**src/rtl/pds_stream_arbiter.sv**
```systemverilog
// Round-robin packet arbiter sharing one PDS link between NUM_SRC sources.
// Grants are held for a whole packet; a stall watchdog frees a silent grant.
module pds_stream_arbiter #(
   parameter int unsigned NUM_SRC   = 4,
   parameter int unsigned DATA_W    = 8,
   parameter int unsigned SRC_W     = $clog2(NUM_SRC),
   parameter int unsigned STALL_MAX = 16
) (
   input  logic                       clk,
   input  logic                       rst,
   input  logic [NUM_SRC-1:0]         in_valid,
   input  logic [NUM_SRC*DATA_W-1:0]  in_data,
   input  logic [NUM_SRC-1:0]         in_last,
   output logic [NUM_SRC-1:0]         in_ready,
   output logic                       out_valid,
   output logic [DATA_W-1:0]          out_data,
   output logic                       out_last,
   output logic [SRC_W-1:0]           out_src,
   input  logic                       out_ready,
   output logic                       out_abort,
   output logic                       busy
);

   typedef enum logic {
      ST_IDLE,
      ST_BUSY
   } state_t;

   localparam logic [7:0]       STALL_LIMIT = 8'(STALL_MAX - 1);
   localparam logic [SRC_W-1:0] LAST_SRC    = SRC_W'(NUM_SRC - 1);

   state_t            state_q, state_d;
   logic [SRC_W-1:0]  grant_q, grant_d;
   logic [SRC_W-1:0]  last_grant_q, last_grant_d;
   logic [7:0]        stall_cnt_q, stall_cnt_d;
   logic              abort_q, abort_d;

   logic [SRC_W-1:0]  pick;
   logic [SRC_W-1:0]  scan_idx;
   logic              pick_found;
   logic              g_valid;
   logic              g_last;
   logic [DATA_W-1:0] g_data;
   logic              xfer;

   // Scan starts one past the previous winner, so that winner ranks last.
   always_comb begin
      pick       = '0;
      scan_idx   = '0;
      pick_found = 1'b0;
      for (int unsigned i = 1; i <= NUM_SRC; i++) begin
         scan_idx = SRC_W'((32'(last_grant_q) + i) % NUM_SRC);
         if (!pick_found && in_valid[scan_idx]) begin
            pick       = scan_idx;
            pick_found = 1'b1;
         end
      end
   end

   always_comb begin
      g_valid = 1'b0;
      g_last  = 1'b0;
      g_data  = '0;
      for (int unsigned i = 0; i < NUM_SRC; i++) begin
         if (grant_q == SRC_W'(i)) begin
            g_valid = in_valid[i];
            g_last  = in_last[i];
            g_data  = in_data[i*DATA_W +: DATA_W];
         end
      end
   end

   always_comb begin
      busy      = (state_q == ST_BUSY);
      out_valid = busy & g_valid;
      out_last  = busy & g_last;
      out_data  = busy ? g_data : '0;
      out_src   = busy ? grant_q : '0;
      out_abort = abort_q;
      xfer      = out_valid & out_ready;
      in_ready  = '0;
      for (int unsigned i = 0; i < NUM_SRC; i++) begin
         in_ready[i] = busy & (grant_q == SRC_W'(i)) & out_ready;
      end
   end

   // Backpressure (valid held, ready low) leaves the stall counter untouched.
   always_comb begin
      state_d      = state_q;
      grant_d      = grant_q;
      last_grant_d = last_grant_q;
      stall_cnt_d  = stall_cnt_q;
      abort_d      = 1'b0;
      case (state_q)
         ST_IDLE: begin
            stall_cnt_d = '0;
            if (pick_found) begin
               grant_d = pick;
               state_d = ST_BUSY;
            end
         end
         ST_BUSY: begin
            if (xfer) begin
               stall_cnt_d = '0;
               if (g_last) begin
                  last_grant_d = grant_q;
                  state_d      = ST_IDLE;
               end
            end else if (!g_valid) begin
               if (stall_cnt_q >= STALL_LIMIT) begin
                  abort_d      = 1'b1;
                  last_grant_d = grant_q;
                  stall_cnt_d  = '0;
                  state_d      = ST_IDLE;
               end else if (stall_cnt_q != 8'hFF) begin
                  stall_cnt_d = stall_cnt_q + 8'd1;
               end
            end
         end
         default: state_d = ST_IDLE;
      endcase
   end

   always_ff @(posedge clk or negedge rst) begin
      if (!rst) begin
         state_q      <= ST_IDLE;
         grant_q      <= '0;
         last_grant_q <= LAST_SRC;
         stall_cnt_q  <= '0;
         abort_q      <= 1'b0;
      end else begin
         state_q      <= state_d;
         grant_q      <= grant_d;
         last_grant_q <= last_grant_d;
         stall_cnt_q  <= stall_cnt_d;
         abort_q      <= abort_d;
      end
   end

endmodule

```
**config.mk**
```make
export PLATFORM = sky130hd
export DESIGN_NAME = pds_stream_arbiter
export DESIGN_NICKNAME = d
export VERILOG_FILES = /design/src/rtl/pds_stream_arbiter.sv
export SDC_FILE = /design/constraint.sdc
export NUM_CORES = 1
export LEC_CHECK = 0
export ABC_AREA = 1
export CORE_ASPECT_RATIO = 1.1
export CORE_MARGIN = 3
export CORE_UTILIZATION = 42
export CTS_BUF_LIST = sky130_fd_sc_hd__clkbuf_8 sky130_fd_sc_hd__clkbuf_16
export DETAILED_ROUTE_END_ITERATION = 10
export PLACE_DENSITY = 0.81
export SLEW_MARGIN = 30
export SYNTH_ARGS = -nofsm -noshare
export SYNTH_HDL_FRONTEND = slang
export SYNTH_SLANG_ARGS = --single-unit
```
**constraint.sdc**
```tcl
create_clock -name clk -period 1.6 [get_ports clk]
set_input_delay 0.16 -clock clk [delete_from_list [all_inputs] [get_ports clk]]
set_output_delay 0.16 -clock clk [all_outputs]
set_load 0.03 [all_outputs]
```
==> out/qor.yml, run 1 <==
htreeDepth: 1
die_h_um: 64.9
cp-end-kind: "output pin"
routed_wirelength_mm: 4.35
netlist_top_cells_area: "dfrtp_1 23%, nand2_1 17%, nand3_1 9.1%, nand2_4 6.0%, inv_1 5.7%"
path_max_fanout: 7
grt_pass1_vias: 1548
setup.worst_path.start: "grant_q[1]$_DFFE_PN0P_"
grt_util_all_layers_pct: 20.5
min_period_over_period_pct: 104
drive_above_1_share_pct: 37.8
crit_required_ns: 1.44
grt_start_max_net_pins: 15
fin_cells: 324
worst_slew_pin_slew_ns: 0.300
timing.fmax_mhz: 601
cts_buffer_depth: 2
cts_tree: "built"
syn_area_um2: 1320
synthToLayoutAreaGrowth_pct: 74.9
hold_class: "input port to asynchronous set/reset pin"
synth_top_area_share_pct: 22.7
final_hold_viol_count: 0
drv_cap: 0
antennaDiodeCount: 0
num_vias: 1678
violations: "negative setup slack"
core_um2: 2880
relSlewSlack_pct: 79.9
cts_made_buffers: 3
dp.cells: 301
crit_path_frequent_cell: "o21ai_1"
drc: 0
vdd.ir_drop.worst_mv: 1.34
powerDensity_nw_per_um2: 1930
fin_crit_ns: 1.66
die_area_um2: 3860
final_net_count: 336
synth_cell_types: 28
path_clk_slew_ns: 0.06
insertion_delay_ns: 0.25
status: "complete, but fails checks"
clockRootBuffer: "clkbuf_8"
worst_clock_skew_ns: 0.00260
startpoint_type: "flop"
final-max-slew-violation-count: 0
total_power_mw: 4.46
yosys.area.top_type: "dfrtp_1"
cts_hold_buf: 0
netlist_instances: 209
drt_iter0_markers: 54
path_delay_family: "flip-flops"
slowest_delay_ns: 0.51
p_leak_nw: 1.10
r2r_start: "last_grant_q[0]$_DFFE_PN1P_"
synth.net_count: 253
fp.dieW_um: 59.5
via_per_inst: 5.18
crit_chain: "buf_6 -> o21ai_1 -> nand2_2 -> o21ai_1 -> a21oi_1 -> buf_4"
dpl_cell_area_um2: 1930
cts.sinks: 14
final_cell_area_um2: 2310
rows: 20
antenna_found_initial: 0
io_buffers: 60
gp_congestion: 0.862
timing.critical_path.buf_inv: 2
grt_pass1_wl_mm: 6.28
post-route-worst-setup-slack_ns: -0.0630
ioPinCount: 61
synth_warnings: 0
rsz0062_at_grt: "true"
critical_path_class: "flop to output pin"
overflow: 0
slowest_stage: "dfrtp_2"
antenna_left: 0
hpwl_mm: 2.99
yosys_register_bits: 14
dr.pass1.iters: 4
seq_area_frac_synth_pct: 26.7
initial_core_util_pct: 46.0
syn_area_per_cell_um2: 6.33
arrival_ns: 1.50
wl_per_cell_um: 13.4
setup_violations: 8
-- layer usage --
layer  global-route usage (%)  up-vias  wire length (um)
li1                         -      831                 -
met4                     7.76        0                48
met2                     36.1       81              2250
met3                     3.78        6               343
met5                        0        -                 0
met1                     23.9      760              1700
-- per-stage QoR --
stage / utilization, % / hold WS [ns] / setup WS, ns / setup TNS (ns)
2_1_floorplan: - / -0.136 / -0.0475 / -0.333
3_3_place_gp: 67.0 / 0.472 / 0.0363 / 0
5_1_grt: 80.4 / 0.243 / -0.125 / -1.02
3_5_place_dp: 67.0 / 0.483 / 0.0367 / 0
4_1_cts: 70.4 / 0.224 / -0.0293 / -0.192
6_report: 80.4 / 0.220 / -0.0630 / -0.297
-- final timing paths --
| path | endpoint | slack [ns] | cells after the start |
|---|---|---|---|
| max in group asynchronous | last_grant_q[1]$_DFFE_PN1P_ | 1.14 | 2 |
| max reg2reg | grant_q[1]$_DFFE_PN0P_ | 0.05 | 12 |
| min in group clk | stall_cnt_q[5]$_DFFE_PN0P_ | 0.50 | 2 |
| min | stall_cnt_q[1]$_DFFE_PN0P_ | 0.22 | 2 |
| max | out_data[0] | -0.06 | 6 |
| min reg2reg | stall_cnt_q[5]$_DFFE_PN0P_ | 0.50 | 2 |
-- power by group --
group,total (mW),internal (mW),switching (mW)
Clock,0.350,0.218,0.131
Sequential,0.630,0.467,0.162
Combinational,3.48,1.46,2.03
-- state kept, by name (all words and copies together), names as in the netlist --
register and flops:
stall_cnt_q 8, grant_q 2, last_grant_q 2, busy 1, out_abort 1
-- cell type report --
type	count	area, um2
Multi-Input combinational cell	158	923
Timing Repair Buffer	84	793
Fill cell	191	563
Sequential cell	14	357
Inverter	29	135
Clock buffer	4	55.1
Tap cell	33	41.3
Timing Repair inverter	2	10.0
-- cell usage after synthesis (all sizes together) --
cell type  number
a21oi           8
buf             7
clkbuf          1
dfrtp          12
dfstp           2
ha              1
inv            29
nand2          76
nand3          25
nand4           5
nor2           20
nor3            1
o211ai          1
o21ai          17
o221ai          2
xnor2           1
xor2            1
-- worst register-to-register path, cell delays in order, from the launching register on --
cell     delay [ns]
dfstp_2        0.56
buf_12         0.12
inv_6          0.05
nand2_1        0.07
nand2_2        0.09
nand2_4        0.08
nand2_4        0.05
nor2_4         0.09
nand3_2        0.10
nand2_4        0.11
inv_2          0.03
nand2_1        0.05
nand2_1        0.05
-- cell families (layout without fill, tap and decap cells) --
| group | count (synthesis) | count (layout) | synth area share [%] |
|---|---|---|---|
| buf+inv | 37 | 119 | 13.0 |
| simple gates | 127 | 127 | 46.4 |
| xor+xnor | 2 | 2 | 1.32 |
| compound gates | 28 | 28 | 11.6 |
| flops | 14 | 14 | 26.7 |
| fa+ha+maj | 1 | 1 | 0.945 |
-- layout by cell type (no fill, tap or decap), drive strengths merged, types with 4 or more instances in the layout --
master,synthesis,routed
nand2,76,76
a21oi,8,8
clkinv,0,4
dfrtp,12,12
clkdlybuf4s50,0,43
nand4,5,5
nor2,20,20
o21ai,17,17
nand3,25,25
inv,29,26
buf,7,39
clkbuf,1,5
-- timing repair --
action	CTS	global route
pin swaps	1	15
gates resized for setup	13	52
endpoints found under the setup margin	11	17
cloned	0	2
buffers inserted	3	14
(Power assumes the default switching activity.)
==> run 2: changes to the inputs <==
- SLEW_MARGIN: 30 -> 40
==> results of run 2 <==
Final layout, timing and power as in run 1 (identical DEF).
